File: src/rtl/rom_io_responder.sv
`default_nettype none
// ============================================================================
// Module   : rom_io_responder
// Purpose  : ROM-side end of the MCS-4 bus (4001-style). Follows the 8-phase
//            instruction cycle, serves instruction bytes and a 4-bit I/O port.
// Revision : 1.0
// ============================================================================
module rom_io_responder #(
    parameter logic [3:0] CHIP_ID  = 4'h0,
    parameter logic [3:0] IO_RESET = 4'h0
) (
    input  logic       sysclk,
    input  logic       poc_n,
    input  logic       clk1,
    input  logic       clk2,
    input  logic       sync,
    input  logic       cmrom,
    input  logic [3:0] data_in,
    output logic [3:0] data_out,
    output logic       data_oe,
    output logic [7:0] rom_addr,
    input  logic [7:0] rom_data,
    input  logic [3:0] io_in,
    output logic [3:0] io_out
);

    localparam logic [2:0] PH_A1 = 3'd0;
    localparam logic [2:0] PH_A2 = 3'd1;
    localparam logic [2:0] PH_A3 = 3'd2;
    localparam logic [2:0] PH_M1 = 3'd3;
    localparam logic [2:0] PH_M2 = 3'd4;
    localparam logic [2:0] PH_X1 = 3'd5;
    localparam logic [2:0] PH_X2 = 3'd6;
    localparam logic [2:0] PH_X3 = 3'd7;

    localparam logic [3:0] C_OPR_SRC = 4'h2;
    localparam logic [3:0] C_OPR_IO  = 4'hE;
    localparam logic [3:0] C_OPA_WRR = 4'h2;
    localparam logic [3:0] C_OPA_RDR = 4'hA;

    logic [2:0] r_phase;
    logic [2:0] w_phase_next;
    logic       r_synced;

    logic       r_chip_sel;
    logic       r_io_sel;
    logic       r_io_op;
    logic [3:0] r_opr;
    logic [3:0] r_opa;
    logic [7:0] r_rom_addr;
    logic [3:0] r_io_out;
    logic [3:0] r_data_out;
    logic       r_data_oe;

    logic       w_phase_edge;
    logic       w_sample;
    logic       w_chip_match;
    logic       w_oe_next;
    logic [3:0] w_dout_next;
    logic       w_unused_clk1;

    // clk2 alone defines the phase edge, so an overlapping clk1 has no effect
    assign w_phase_edge  = clk2;
    assign w_unused_clk1 = clk1;
    assign w_sample      = w_phase_edge & r_synced;
    assign w_chip_match  = (data_in == CHIP_ID) & cmrom & r_synced;

    // ------------------------------------------------------------------
    // Phase state register
    // ------------------------------------------------------------------
    always_ff @(posedge sysclk or negedge poc_n) begin
        if (!poc_n) begin
            r_phase  <= PH_X3;
            r_synced <= 1'b0;
        end else if (w_phase_edge) begin
            r_phase <= w_phase_next;
            if (sync) begin
                r_synced <= 1'b1;
            end
        end
    end

    // ------------------------------------------------------------------
    // Next phase: X3 + 1 wraps naturally to A1; sync forces A1 from anywhere
    // ------------------------------------------------------------------
    always_comb begin
        w_phase_next = r_phase + 3'd1;
        if (sync) begin
            w_phase_next = PH_A1;
        end
    end

    // ------------------------------------------------------------------
    // Bus drive for the phase being entered; a resync always enters A1,
    // which never drives, so an abandoned cycle produces no drive.
    // ------------------------------------------------------------------
    always_comb begin
        w_oe_next   = 1'b0;
        w_dout_next = r_data_out;
        if (!sync) begin
            case (r_phase)
                PH_A3: begin
                    if (w_chip_match) begin
                        w_oe_next   = 1'b1;
                        w_dout_next = rom_data[7:4];
                    end
                end
                PH_M1: begin
                    if (r_chip_sel) begin
                        w_oe_next   = 1'b1;
                        w_dout_next = rom_data[3:0];
                    end
                end
                PH_X1: begin
                    if (r_io_op && (r_opa == C_OPA_RDR)) begin
                        w_oe_next   = 1'b1;
                        w_dout_next = io_in;
                    end
                end
                default: begin
                    w_oe_next = 1'b0;
                end
            endcase
        end
    end

    always_ff @(posedge sysclk or negedge poc_n) begin
        if (!poc_n) begin
            r_data_oe  <= 1'b0;
            r_data_out <= 4'h0;
        end else if (w_phase_edge) begin
            r_data_oe  <= w_oe_next;
            r_data_out <= w_dout_next;
        end
    end

    // ------------------------------------------------------------------
    // Bus sampling at the edge that ends each phase; inert until first sync
    // ------------------------------------------------------------------
    always_ff @(posedge sysclk or negedge poc_n) begin
        if (!poc_n) begin
            r_rom_addr <= 8'h00;
            r_chip_sel <= 1'b0;
            r_opr      <= 4'h0;
            r_opa      <= 4'h0;
            r_io_op    <= 1'b0;
            r_io_sel   <= 1'b0;
            r_io_out   <= IO_RESET;
        end else if (w_sample) begin
            case (r_phase)
                PH_A1: r_rom_addr[3:0] <= data_in;
                PH_A2: r_rom_addr[7:4] <= data_in;
                PH_A3: r_chip_sel      <= w_chip_match;
                PH_M1: r_opr           <= data_in;
                PH_M2: begin
                    r_opa   <= data_in;
                    r_io_op <= (r_opr == C_OPR_IO) & cmrom & r_io_sel;
                end
                PH_X2: begin
                    // SRC is opr 2 with odd opa; even opa is FIM and is ignored
                    if (cmrom && (r_opr == C_OPR_SRC) && r_opa[0]) begin
                        r_io_sel <= (data_in == CHIP_ID);
                    end
                    if (r_io_op && (r_opa == C_OPA_WRR)) begin
                        r_io_out <= data_in;
                    end
                end
                default: begin
                    r_io_op <= r_io_op;
                end
            endcase
        end
    end

    assign data_out = r_data_out;
    assign data_oe  = r_data_oe;
    assign rom_addr = r_rom_addr;
    assign io_out   = r_io_out;

endmodule
`default_nettype wire
File: config.mk
export PLATFORM = sky130hd
export DESIGN_NAME = rom_io_responder
export DESIGN_NICKNAME = d
export VERILOG_FILES = /design/src/rtl/rom_io_responder.sv
export SDC_FILE = /design/constraint.sdc
export NUM_CORES = 1
export LEC_CHECK = 0
export ABC_AREA = 1
export BUFFER_PORTS_ARGS = -buffer_cell sky130_fd_sc_hd__buf_2
export CORE_AREA = 2 2 67 69
export CTS_CLUSTER_SIZE = 24
export DETAILED_ROUTE_END_ITERATION = 8
export DIE_AREA = 0 0 69 71
export SLEW_MARGIN = 40
export SYNTH_ARGS = -nofsm -noshare
export SYNTH_HDL_FRONTEND = slang
export SYNTH_SLANG_ARGS = --single-unit
export TNS_END_PERCENT = 50
File: constraint.sdc
create_clock -name sysclk -period 4.35 [get_ports sysclk]
set_input_delay 0.6525 -clock sysclk [delete_from_list [all_inputs] [get_ports sysclk]]
set_output_delay 0.6525 -clock sysclk [all_outputs]
set_load 0.05 [all_outputs]
# Yosys cells after proc, flatten, opt, wreduce, memory -nomap -nowiden
# Cells that the tools add are included.
[totals] reg_bits=32 latch_bits=0 ramBits=0 rom_bits=0 inputBits=22 output_inout_bits=17 word_cells=58 n_memories=0
[op_classes] n_addsub=1 multipliers=0 div_mod_pow=0 order_cmp=0 eq_ne=13 n_shift=0 muxes=10 bitwise_logic=6 n_reduce_logical=16
[ops] op="4-bit two-way mux" count=3
[ops] op="4-bit case mux with 3 select lines" count=1
[ops] op="2-bit AND reduction" count=6
[ops] op="3-bit equality test (second input constant)" count=3
[ops] op="4-bit by 2-bit equality test with 1-bit output (second input constant)" count=2
[ops] op="4-bit equality test (second input constant)" count=2
[ops] op="3-bit by 2-bit equality test with 1-bit output (second input constant)" count=2
[ops] op="2-bit != test (second input constant)" count=3
[ops] op="3-bit AND reduction" count=2
[ops] op="6-bit AND reduction" count=1
[ops] op="1-bit AND" count=5
[ops] op="1-bit logical AND" count=4
[ops] op="4-bit zero test" count=1
[ops] op="1-bit two-way mux" count=4
[ops] op="3-bit by 1-bit adder with 3-bit output (second input constant)" count=1
[ops] op="3-bit by 1-bit equality test with 1-bit output (second input constant)" count=1
[ops] op="3-bit zero test" count=1
[ops] op="3-bit two-way mux" count=1
[ops] op="1-bit case mux with 3 select lines" count=1
[ops] op="3-bit nonzero test" count=1
[ops] op="1-bit inverter" count=1

# Logic depth before layout (Yosys ltp)
# Gate-level depths: netlist of the first run.
[depth] depth_word=6 ltp_mapped=10

# Worst setup path before layout of the first run
# OpenSTA, ideal clock, no wires.
[synth_path] path_kind="reg2reg" startpoint="register r_phase[2]" endpoint="register r_data_out[0], in the netlist data_out[0]" setup_ns=0.066 arrival_ns=1.444 required_ns=4.284 path_slack_ns=2.841 path_stages_with_launch=9 period_less_slack_ns=1.509 cell_sequence="dfstp_2 -> inv_4 -> ha_1 -> buf_2 -> nand2_1 -> nand2_1 -> nor2_1 -> nand3_1 -> nand2_1"
[synth_between] elab_chain_cells=3 word_cells_on_any_way=9
[synth_lines] item="from (decl)" line_no="41" text="logic [2:0] r_phase;"
[synth_lines] item="from (signal assigned)" line_no="76" text="r_phase <= w_phase_next;"
[synth_lines] item="3-bit equality test or 3-bit by 2-bit equality test with 1-bit output (tied branches)" line_no="101" text="case (r_phase)"
[synth_lines] item="2-bit != test (no source line) or 3-bit nonzero test (tied branches)"
[synth_lines] item="6-bit AND reduction (no source line)"
[synth_lines] item="to (signal assigned)" line_no="133" text="r_data_out <= w_dout_next;"
[synth_lines] item="to (decl)" line_no="52" text="logic [3:0] r_data_out;"
# Several ways; a longest one is shown, not always the timed one.
# A chain may end at the register's enable or synchronous reset.

# Final worst setup path of the first run
[layout_path] startpoint="register r_phase[0]" endpoint="register r_data_out[0], in the netlist data_out[0]"
# Same word-level chain as after synthesis.

==> results.sh, run 1 <==
export IMPL_grt_overflow=0
export IMPL_synth_seq_cells=32
export IMPL_drt_iter0_markers=80
export IMPL_syn_instance_count=189
export IMPL_critPathArrivalTime_ns=1.83
export IMPL_element_type_at_the_critical_path_start="flip-flop"
export IMPL_cts_tree="yes"
export IMPL_topRoutingLayerUsed="met4"
export IMPL_syn2layout_area_growth_pct=20.7
export IMPL_rsz_0062_raised_after_global_routing="false"
export IMPL_synth_top_family_by_area="simple AND/OR/NAND/NOR gates"
export IMPL_drc_violations_left=0
export IMPL_worst_setup_hold_path_clk_slew_ns=0.07
export IMPL_cts_hold_buffers_added=0
export IMPL_critical_path_max_fanout=8
export IMPL_ir_worst_vdd_mv=0.258
export IMPL_drt_first_pass_iters=4
export IMPL_synth_compound_gate_area_share=0.0991
export IMPL_via_count_of_the_first_global_routing_pass=1251
export IMPL_fmax_ghz=0.601
export IMPL_design_final_nets=259
export IMPL_cts_root_buf="sky130_fd_sc_hd__clkbuf_8"
export IMPL_mostFrequentLayoutCells="sky130_fd_sc_hd__nand2_1 (65), sky130_fd_sc_hd__buf_2 (36), sky130_fd_sc_hd__dfrtp_1 (29)"
export IMPL_grt_max_degree=33
export IMPL_met2WireLength_mm=1.52
export IMPL_wirelength_mm=3.19
export IMPL_design_portCount=39
export IMPL_postCtsSetupRepairBufs=0
export IMPL_powerDensity_nw_per_um2=525
export IMPL_critPathKind="flip-flop to flip-flop"
export IMPL_category_of_the_worst_setup_path_capture_point="flip-flop"
export IMPL_clock_latency_ns=0.28
export IMPL_port_buffers=37
export IMPL_clock_tree_htree_level_count=2
export IMPL_gr_usage_all_layers=0.141
export IMPL_dp_final_hpwl_mm=2.41
export IMPL_chipWidth_um=69
export IMPL_route_detailed_wl_per_inst_um=11.2
export IMPL_synthDominantAreaCellType="sky130_fd_sc_hd__dfrtp_1"
export IMPL_layoutNonFillerInstCount=285
export IMPL_antenna_cells=0
export IMPL_slew_limit_headroom=0.729
export IMPL_synthMuxAreaShare=0
export IMPL_setup_tns_ns=0
export IMPL_yosys_cell_types_count=25
export IMPL_synth_fa_ha_area_frac=0.0393
export IMPL_critical_path_required_ns=4.52
export IMPL_synth_seq_area_share=0.506
export IMPL_finalHoldViolCount=0
export IMPL_total_number_of_placement_rows=24
export IMPL_core_footprint_um2=4200
export IMPL_die_h_um=71
export IMPL_synth_cell_area_um2=1590
export IMPL_reg2reg_depth=7
export IMPL_mostFrequentLayoutCell="sky130_fd_sc_hd__nand2_1"
export IMPL_synth_warning_count=0
export IMPL_wirelength_met1_mm=1.50
export IMPL_fin_skew_ns=0.00682
export IMPL_slew_violations=0
export IMPL_cellLeakagePower_uw=0.00101
export IMPL_nFillCells=452
export IMPL_cell_types_occupying_the_most_area_after_synthesis="sky130_fd_sc_hd__dfrtp_1 (46%), sky130_fd_sc_hd__nand2_1 (15%), sky130_fd_sc_hd__o21ai_0 (8.2%), sky130_fd_sc_hd__dfstp_2 (5.0%), sky130_fd_sc_hd__nand3_1 (4.7%)"
export IMPL_area_fraction_in_and_or_nand_and_nor_cells_after_synthesis=0.303
export IMPL_finalCritPeriodShare=0.382
export IMPL_antenna_found_initial=0
export IMPL_global_route_wire_length_before_repair_mm=5.62
export IMPL_finalSetupViolCount=0
export IMPL_yosys_area_share_xor_xnor=0
export IMPL_ant_nets=0
export IMPL_tritoncts_num_sinks=32
export IMPL_cts_buffers_inserted=5
export IMPL_start_util=0.379
export IMPL_min_delay_path_class="primary input to asynchronous set/reset pin"
export IMPL_met3_wirelength_um=112
export IMPL_final_min_clock_period_ns=1.66
export IMPL_worst_pin_slew_ns=0.406
export IMPL_clockBufferDepth=2
export IMPL_outcome="completed"
export IMPL_final_weighted_congestion_in_routability_driven_placement=0.743
export IMPL_die_area_um2=4900
export IMPL_ctsResizeCount=0
export IMPL_drive_gt1_frac=0.270
export IMPL_post_synth_cell_area_avg_um2=8.42
export IMPL_route_detailed_vias_per_inst=4.63
export IMPL_synth_fp_nets=216
export IMPL_placedCellCount=277
export IMPL_drv_cap=0
export IMPL_num_vias=1320
export IMPL_yosys_area_top_type_share=0.456
==> synth_stat cells (all sizes together) <==
cell type,instances
o21ai,27
ha,5
nand3b,1
buf,1
clkinv,1
o22ai,1
nand2,72
a21o,1
dfstp,3
nand4,1
nand3,18
inv,18
dfrtp,29
nor2,9
a21oi,1
nor3,1
==> through the flow <==
| step | total power, µW | hold WS, ns | cell area, µm² | setup WS, ns | utilization |
|---|---|---|---|---|---|
| global placement | 795 | 0.451 | 1840 | 2.66 | 0.437 |
| CTS | 1020 | 0.452 | 1920 | 2.66 | 0.456 |
| global route | 1070 | 0.339 | 1920 | 2.56 | 0.457 |
| floorplan | 708 | 0.357 | 1590 | 2.84 | - |
| detailed placement | 801 | 0.455 | 1840 | 2.65 | 0.437 |
| finish | 1010 | 0.306 | 1920 | 2.69 | 0.457 |
==> sequential cells by signal (all words and copies together) (netlist names) <==
register / flops
r_synced: 1
r_opr: 4
r_io_op: 1
r_opa: 4
rom_addr: 8
r_io_sel: 1
data_out: 4
data_oe: 1
io_out: 4
r_chip_sel: 1
r_phase: 3
==> cell families (layout without fill, tap and decap cells) <==
logic type | Yosys count | in the layout
and+or+nand+nor | 102 | 102
DFF | 32 | 32
AOI/OAI and AO/OA | 30 | 30
adders and majority gates | 5 | 5
buffers and inverters | 20 | 64
==> worst paths after layout <==
path	startpoint	slack, ns	end
max in group asynchronous	poc_n	3.72	r_phase[0]
max	r_phase[0]	2.69	data_out[0]
min in group sysclk	data_out[3]	0.46	data_out[3]
max reg2reg	r_phase[0]	2.69	data_out[0]
min	poc_n	0.31	rom_addr[3]
min reg2reg	data_out[3]	0.46	data_out[3]
==> report_power, final <==
| group | total [µW] | internal [µW] | switching (µW) |
|---|---|---|---|
| logic | 356 | 92.0 | 264 |
| registers | 436 | 385 | 50.9 |
| clock network | 216 | 112 | 104 |
==> critical path: stages, from the launching register on <==
cell and delay [ns]:
sky130_fd_sc_hd__dfstp_2 0.55, sky130_fd_sc_hd__ha_1 0.23, sky130_fd_sc_hd__ha_1 0.36, sky130_fd_sc_hd__a21oi_2 0.12, sky130_fd_sc_hd__nand2_4 0.11, sky130_fd_sc_hd__nand3_4 0.08
sky130_fd_sc_hd__nand2_1 0.07, sky130_fd_sc_hd__nand2_1 0.04
==> layer usage <==
metal | track usage | up-vias
li1 | - | 692
met1 | 0.184 | 604
met2 | 0.233 | 19
met3 | 0.0313 | 5
met4 | 0.0458 | 0
met5 | 0 | -
==> final cells by class <==
class / count / area, µm² / share of cell area
well taps: 52 / 65.1 / 0.0339
multi-input cells: 137 / 703 / 0.366
clock inverters: 1 / 5.00 / 0.00261
repair buffers: 37 / 188 / 0.0977
inverters: 19 / 78.8 / 0.0410
flip-flops and latches: 32 / 805 / 0.419
clock buffers: 7 / 76.3 / 0.0397
Note: power is estimated with default switching activity, not from simulation.
==> run 2: changes to the inputs <==
Settings changed: ABC_AREA 1 to 0, CORE_AREA 2 2 67 69 to 2 2 65 67, DIE_AREA 0 0 69 71 to 0 0 67 69.
Clock period 4.35 ns to 1.4 ns, I/O delays scaled along.
==> results.sh, run 2 <==
export IMPL_critical_path_required_ns=1.56
export IMPL_slew_violations=0
export IMPL_yosys_area_top_type_share=0.473
export IMPL_finalHoldViolCount=0
export IMPL_finalSetupViolCount=27
export IMPL_synth_top_flop_cell="sky130_fd_sc_hd__dfrtp_1"
export IMPL_route_detailed_vias_per_inst=5.06
export IMPL_post_synth_most_frequent_cells="sky130_fd_sc_hd__dfrtp_1 (29), sky130_fd_sc_hd__mux2_2 (21), sky130_fd_sc_hd__nand2_1 (14), sky130_fd_sc_hd__nor2_1 (6)"
export IMPL_critical_path_max_fanout=4
export IMPL_worstSetupStartpoint="r_phase[1]"
export IMPL_category_of_the_worst_setup_path_capture_point="flip-flop"
export IMPL_cts_tree="yes"
export IMPL_synth_edff_count=0
export IMPL_synth_seq_cells=32
export IMPL_fin_skew_ns=0.00480
export IMPL_critPathArrivalTime_ns=2.11
export IMPL_async_reset_ff_frac=1.00
export IMPL_drt_first_pass_iters=4
export IMPL_outcome="complete, but fails checks"
export IMPL_start_util=0.392
export IMPL_synth_fp_nets=150
export IMPL_cp_slowest_stage_delay_ns=0.60
export IMPL_placed_area_um2=2060
export IMPL_antenna_cells=0
export IMPL_wirelength_mm=3.77
export IMPL_reg2reg_depth=6
export IMPL_cts_root_buf="sky130_fd_sc_hd__clkbuf_8"
export IMPL_ant_nets=0
export IMPL_slew_limit_headroom=0.729
export IMPL_design_final_nets=224
export IMPL_min_delay_path_class="primary input to flip-flop"
export IMPL_nFillCells=334
export IMPL_element_type_at_the_critical_path_start="flip-flop"
export IMPL_global_route_wire_length_before_repair_mm=6.27
export IMPL_synth_seq_area_share=0.524
export IMPL_worst_setup_hold_path_clk_slew_ns=0.07
export IMPL_dp_final_hpwl_mm=2.69
export IMPL_powerDensity_nw_per_um2=1500
export IMPL_cts_buffers_inserted=5
export IMPL_antenna_found_initial=0
export IMPL_tritoncts_num_sinks=32
export IMPL_reg2reg_slack_ns=-0.55
export IMPL_port_buffers=37
export IMPL_die_h_um=69
export IMPL_route_detailed_wl_per_inst_um=15.2
export IMPL_cellLeakagePower_uw=0.00114
export IMPL_num_vias=1256
export IMPL_die_area_um2=4620
export IMPL_rsz_0062_raised_after_global_routing="true"
export IMPL_cell_types_occupying_the_most_area_after_synthesis="sky130_fd_sc_hd__dfrtp_1 (47%), sky130_fd_sc_hd__mux2_2 (15%), sky130_fd_sc_hd__dfstp_2 (5.1%), sky130_fd_sc_hd__ha_1 (4.1%), sky130_fd_sc_hd__mux2_4 (3.9%)"
export IMPL_critical_path_endpoint="data_out[2]"
export IMPL_critical_path_most_common_cell="sky130_fd_sc_hd__ha_4"
export IMPL_chipWidth_um=67
export IMPL_final_min_clock_period_ns=1.95
export IMPL_final_weighted_congestion_in_routability_driven_placement=0.816
export IMPL_design_portCount=39
export IMPL_worst_pin_slew_ns=0.406
export IMPL_synthDominantAreaCellType="sky130_fd_sc_hd__dfrtp_1"
export IMPL_finalCritPeriodShare=1.39
export IMPL_fmax_ghz=0.513
export IMPL_core_footprint_um2=3910
export IMPL_violations_in_the_final_reports="negative setup slack"
export IMPL_syn_instance_count=123
export IMPL_grt_overflow=0
export IMPL_drv_cap=0
export IMPL_drt_iter0_markers=51
export IMPL_finish_instance_area_um2=2330
export IMPL_yosys_cell_count_top_type="sky130_fd_sc_hd__dfrtp_1"
export IMPL_clock_latency_ns=0.28
export IMPL_grt_max_degree=33
export IMPL_crit_chain="ha_4 -> ha_4 -> inv_2 -> o21a_1 -> a221o_2 -> mux2_4"
export IMPL_mostFrequentLayoutCells="sky130_fd_sc_hd__buf_2 (37), sky130_fd_sc_hd__dfrtp_1 (29), sky130_fd_sc_hd__buf_4 (26)"
export IMPL_via_count_of_the_first_global_routing_pass=1348
export IMPL_gr_usage_all_layers=0.179
export IMPL_critical_path_reg2reg_startpoint="r_phase[1]"
export IMPL_timing_hold_ws_ns=0.224
export IMPL_drive_gt1_frac=0.657
export IMPL_ir_worst_vdd_mv=1.09
export IMPL_drc_violations_left=0
export IMPL_worst_path_max_delay_cell="sky130_fd_sc_hd__dfstp_2"
export IMPL_overall_power_consumption_uw=3500
export IMPL_critPathKind="flip-flop to flip-flop"
export IMPL_timing_final_ws_setup_ns=-0.549
export IMPL_crit_reg2reg_capture="data_out[2]"
export IMPL_mostFrequentLayoutCell="sky130_fd_sc_hd__buf_2"
export IMPL_yosys_cell_types_count=33
export IMPL_synth_warning_count=0
export IMPL_syn2layout_area_growth_pct=52.1
export IMPL_post_synth_cell_area_avg_um2=12.5
export IMPL_clockBufferDepth=2
export IMPL_synth_cell_area_um2=1530
export IMPL_largest_reg_flops=8
export IMPL_clock_tree_htree_level_count=2
export IMPL_total_number_of_placement_rows=23
run 2: cell types whose count changed after synthesis, sizes merged, moves of 5 or more:
cell and delta:
mux2 +25, nand3 -16, inv -13, nand2 -58
o21ai -24, a221o +5
run 2: per-stage QoR:
stage	instances	TNS (ns)	util	worst slack [ns]
2_1_floorplan	123	-4.27	-	-0.503
3_3_place_gp	233	-7.60	0.527	-0.491
3_5_place_dp	233	-8.44	0.527	-0.529
4_1_cts	248	-6.92	0.590	-0.537
5_1_grt	248	-8.06	0.596	-0.597
6_report	248	-6.70	0.596	-0.549
run 2: final cells by class:
| class | count | area (µm²) | share of cell area |
|---|---|---|---|
| Multi-Input combinational cell | 83 | 888 | 0.381 |
| Clock buffer | 6 | 82.6 | 0.0354 |
| Timing Repair Buffer | 70 | 467 | 0.200 |
| Clock inverter | 2 | 10.0 | 0.00429 |
| Inverter | 5 | 18.8 | 0.00804 |
| Tap cell | 50 | 62.6 | 0.0268 |
| Sequential cell | 32 | 805 | 0.345 |
run 2: cell families after synthesis:
logic type                 share of synthesized area
AOI/OAI and AO/OA                             0.0816
DFF                                            0.524
buffers and inverters                         0.0228
adders and majority gates                     0.0408
muxes                                          0.206
and+or+nand+nor                                0.124
run 2: worst min-delay path by stage:
| stage | cells after the start | start | endpoint |
|---|---|---|---|
| floorplan | 0 | poc_n | data_oe |
| global placement | 2 | poc_n | data_oe |
| detailed placement | 2 | poc_n | data_oe |
| CTS | 2 | clk2 | r_synced |
| global route | 2 | clk2 | r_synced |
| finish | 2 | clk2 | r_synced |
run 2: report_power, final:
group,switching [µW],internal [µW],leakage [µW]
logic,815,627,0.000696
clock network,327,392,0.0000510
registers,153,1190,0.000398
run 2: repair_timing:
item                                    4_1_cts  5_1_grt
hold buffers                                  1        0
endpoints found under the hold margin        29        0
pin swaps                                     7        2
gates resized for setup                      26        7
setup buffers                                 7        1
endpoints found under the setup margin       28       28
run 2: critical path: cells and delay by family, from the launching register on:
family,cells,cell delay [ns]
compound gates,2,0.58
fa+ha+maj,2,0.30
buf+inv,1,0.04
flops,1,0.60
mux,1,0.32
run 2: layer usage:
| metal | up-vias | GRT usage | share of wire |
|---|---|---|---|
| met4 | 0 | 0.0522 | 0.0029 |
| li1 | 592 | - | - |
| met3 | 2 | 0.0571 | 0.028 |
| met2 | 21 | 0.307 | 0.54 |
| met5 | - | 0 | 0 |
| met1 | 641 | 0.210 | 0.43 |
==> run 3: changes to the inputs <==
Settings changed: SETUP_SLACK_MARGIN set to 0.5.
Clock period 1.4 ns to 1.8 ns, I/O delays scaled along.
==> results.sh, run 3 (synthesized netlist as in run 2, its figures left out) <==
export IMPL_fmax_ghz=0.517
export IMPL_die_area_um2=4620
export IMPL_finalHoldViolCount=0
export IMPL_violations_in_the_final_reports="negative setup slack"
export IMPL_slew_limit_headroom=0.546
export IMPL_dp_final_hpwl_mm=2.61
export IMPL_mostFrequentLayoutCell="sky130_fd_sc_hd__buf_2"
export IMPL_start_util=0.392
export IMPL_ir_worst_vdd_mv=0.748
export IMPL_timing_final_ws_setup_ns=-0.135
export IMPL_grt_max_degree=33
export IMPL_category_of_the_worst_setup_path_capture_point="flip-flop"
export IMPL_cts_hold_buffers_added=0
export IMPL_drt_first_pass_iters=4
export IMPL_critical_path_required_ns=1.96
export IMPL_finalSetupViolCount=8
export IMPL_tritoncts_num_sinks=32
export IMPL_port_buffers=37
export IMPL_element_type_at_the_critical_path_start="flip-flop"
export IMPL_num_vias=1185
export IMPL_wirelength_mm=3.68
export IMPL_largest_reg_flops=8
export IMPL_antenna_cells=0
export IMPL_worst_pin_slew_ns=0.681
export IMPL_drt_iter0_markers=42
export IMPL_cts_buffers_inserted=5
export IMPL_crit_reg2reg_capture="data_out[2]"
export IMPL_nFillCells=348
export IMPL_worstSetupStartpoint="r_phase[0]"
export IMPL_min_delay_path_class="primary input to asynchronous set/reset pin"
export IMPL_finalCritPeriodShare=1.08
export IMPL_global_route_wire_length_before_repair_mm=5.90
export IMPL_die_h_um=69
export IMPL_critPathKind="flip-flop to flip-flop"
export IMPL_powerDensity_nw_per_um2=1230
export IMPL_slew_violations=0
export IMPL_reg2reg_depth=6
export IMPL_final_weighted_congestion_in_routability_driven_placement=0.838
export IMPL_mostFrequentLayoutCells="sky130_fd_sc_hd__buf_2 (37), sky130_fd_sc_hd__dfrtp_1 (29), sky130_fd_sc_hd__mux2_4 (21)"
export IMPL_route_detailed_vias_per_inst=5.02
export IMPL_drv_cap=0
export IMPL_cellLeakagePower_uw=0.00109
export IMPL_rsz_0062_raised_after_global_routing="true"
export IMPL_grt_overflow=0
export IMPL_design_portCount=39
export IMPL_clock_latency_ns=0.28
export IMPL_critical_path_reg2reg_startpoint="r_phase[0]"
export IMPL_total_number_of_placement_rows=23
export IMPL_setup_tns_ns=-0.551
export IMPL_critPathArrivalTime_ns=2.09
export IMPL_gr_usage_all_layers=0.168
export IMPL_outcome="complete, but fails checks"
export IMPL_route_detailed_wl_per_inst_um=15.6
export IMPL_drc_violations_left=0
export IMPL_drive_gt1_frac=0.661
export IMPL_critical_path_max_fanout=4
export IMPL_via_count_of_the_first_global_routing_pass=1235
export IMPL_cts_root_buf="sky130_fd_sc_hd__clkbuf_8"
export IMPL_clock_tree_htree_level_count=2
export IMPL_layoutNonFillerInstCount=236
export IMPL_antenna_found_initial=0
export IMPL_clockBufferDepth=2
export IMPL_reg2reg_slack_ns=-0.14
export IMPL_design_final_nets=212
export IMPL_ant_nets=0
export IMPL_worst_setup_hold_path_clk_slew_ns=0.07
export IMPL_syn2layout_area_growth_pct=49.3
export IMPL_core_footprint_um2=3910
export IMPL_fin_skew_ns=0.00435
export IMPL_placedCellCount=221
export IMPL_cts_tree="yes"
export IMPL_final_min_clock_period_ns=1.94
export IMPL_chipWidth_um=67
## run 3: routing by layer
metal / up-vias / GRT usage / wire (µm)
li1: 567 / - / -
met1: 603 / 0.202 / 1530
met5: - / 0 / 0
met4: 0 / 0.0454 / 35
met3: 4 / 0.0457 / 91
met2: 11 / 0.290 / 2030
## run 3: what timing repair did
action                                  4_1_cts  5_1_grt
pin swaps                                    11        5
endpoints found under the setup margin       29       29
resized for setup                            30       11
buffers inserted                              5        2
## run 3: layout make-up
class / instances / area (µm²) / area share
clock inverter: 3 / 42.5 / 0.0186
timing repair buffer: 58 / 382 / 0.167
multi-input combinational: 83 / 911 / 0.398
sequential: 32 / 805 / 0.351
clock buffer: 5 / 68.8 / 0.0301
tap: 50 / 62.6 / 0.0273
inverter: 5 / 18.8 / 0.00820
## run 3: power breakdown
group / switching, µW / internal (µW) / total [µW]
Sequential: 144 / 925 / 1070
Clock: 259 / 409 / 668
Combinational: 618 / 455 / 1070
Total: 1020 / 1790 / 2810
## run 3: how the worst max path moves through the flow
stage / cells after the start / to / slack [ns]
finish: 6 / data_out[2] / -0.14
global route: 6 / data_out[3] / -0.18
global placement: 6 / data_out[1] / -0.1
CTS: 6 / data_out[2] / -0.13
floorplan: 6 / data_out[0] / -0.10
detailed placement: 6 / data_out[2] / -0.12
## run 3: metrics by stage
stage | hold slack (ns) | setup WS [ns] | util | cell area (µm²) | power [µW]
after floorplan | -0.0256 | -0.103 | - | 1630 | 1730
after global placement | 0.352 | -0.0989 | 0.504 | 1970 | 1970
after detailed placement | 0.354 | -0.125 | 0.504 | 1970 | 2000
after CTS | 0.0507 | -0.126 | 0.573 | 2240 | 2800
after global routing | 0.0724 | -0.184 | 0.585 | 2290 | 2950
final | 0.0236 | -0.135 | 0.585 | 2290 | 2810
## run 3: worst max-delay path: stages (launching register included)
cell and delay [ns]:
sky130_fd_sc_hd__dfstp_2 0.58, sky130_fd_sc_hd__inv_2 0.07, sky130_fd_sc_hd__ha_4 0.16, sky130_fd_sc_hd__nor2b_4 0.12
sky130_fd_sc_hd__o21a_1 0.18, sky130_fd_sc_hd__a221o_2 0.40, sky130_fd_sc_hd__mux2_4 0.31
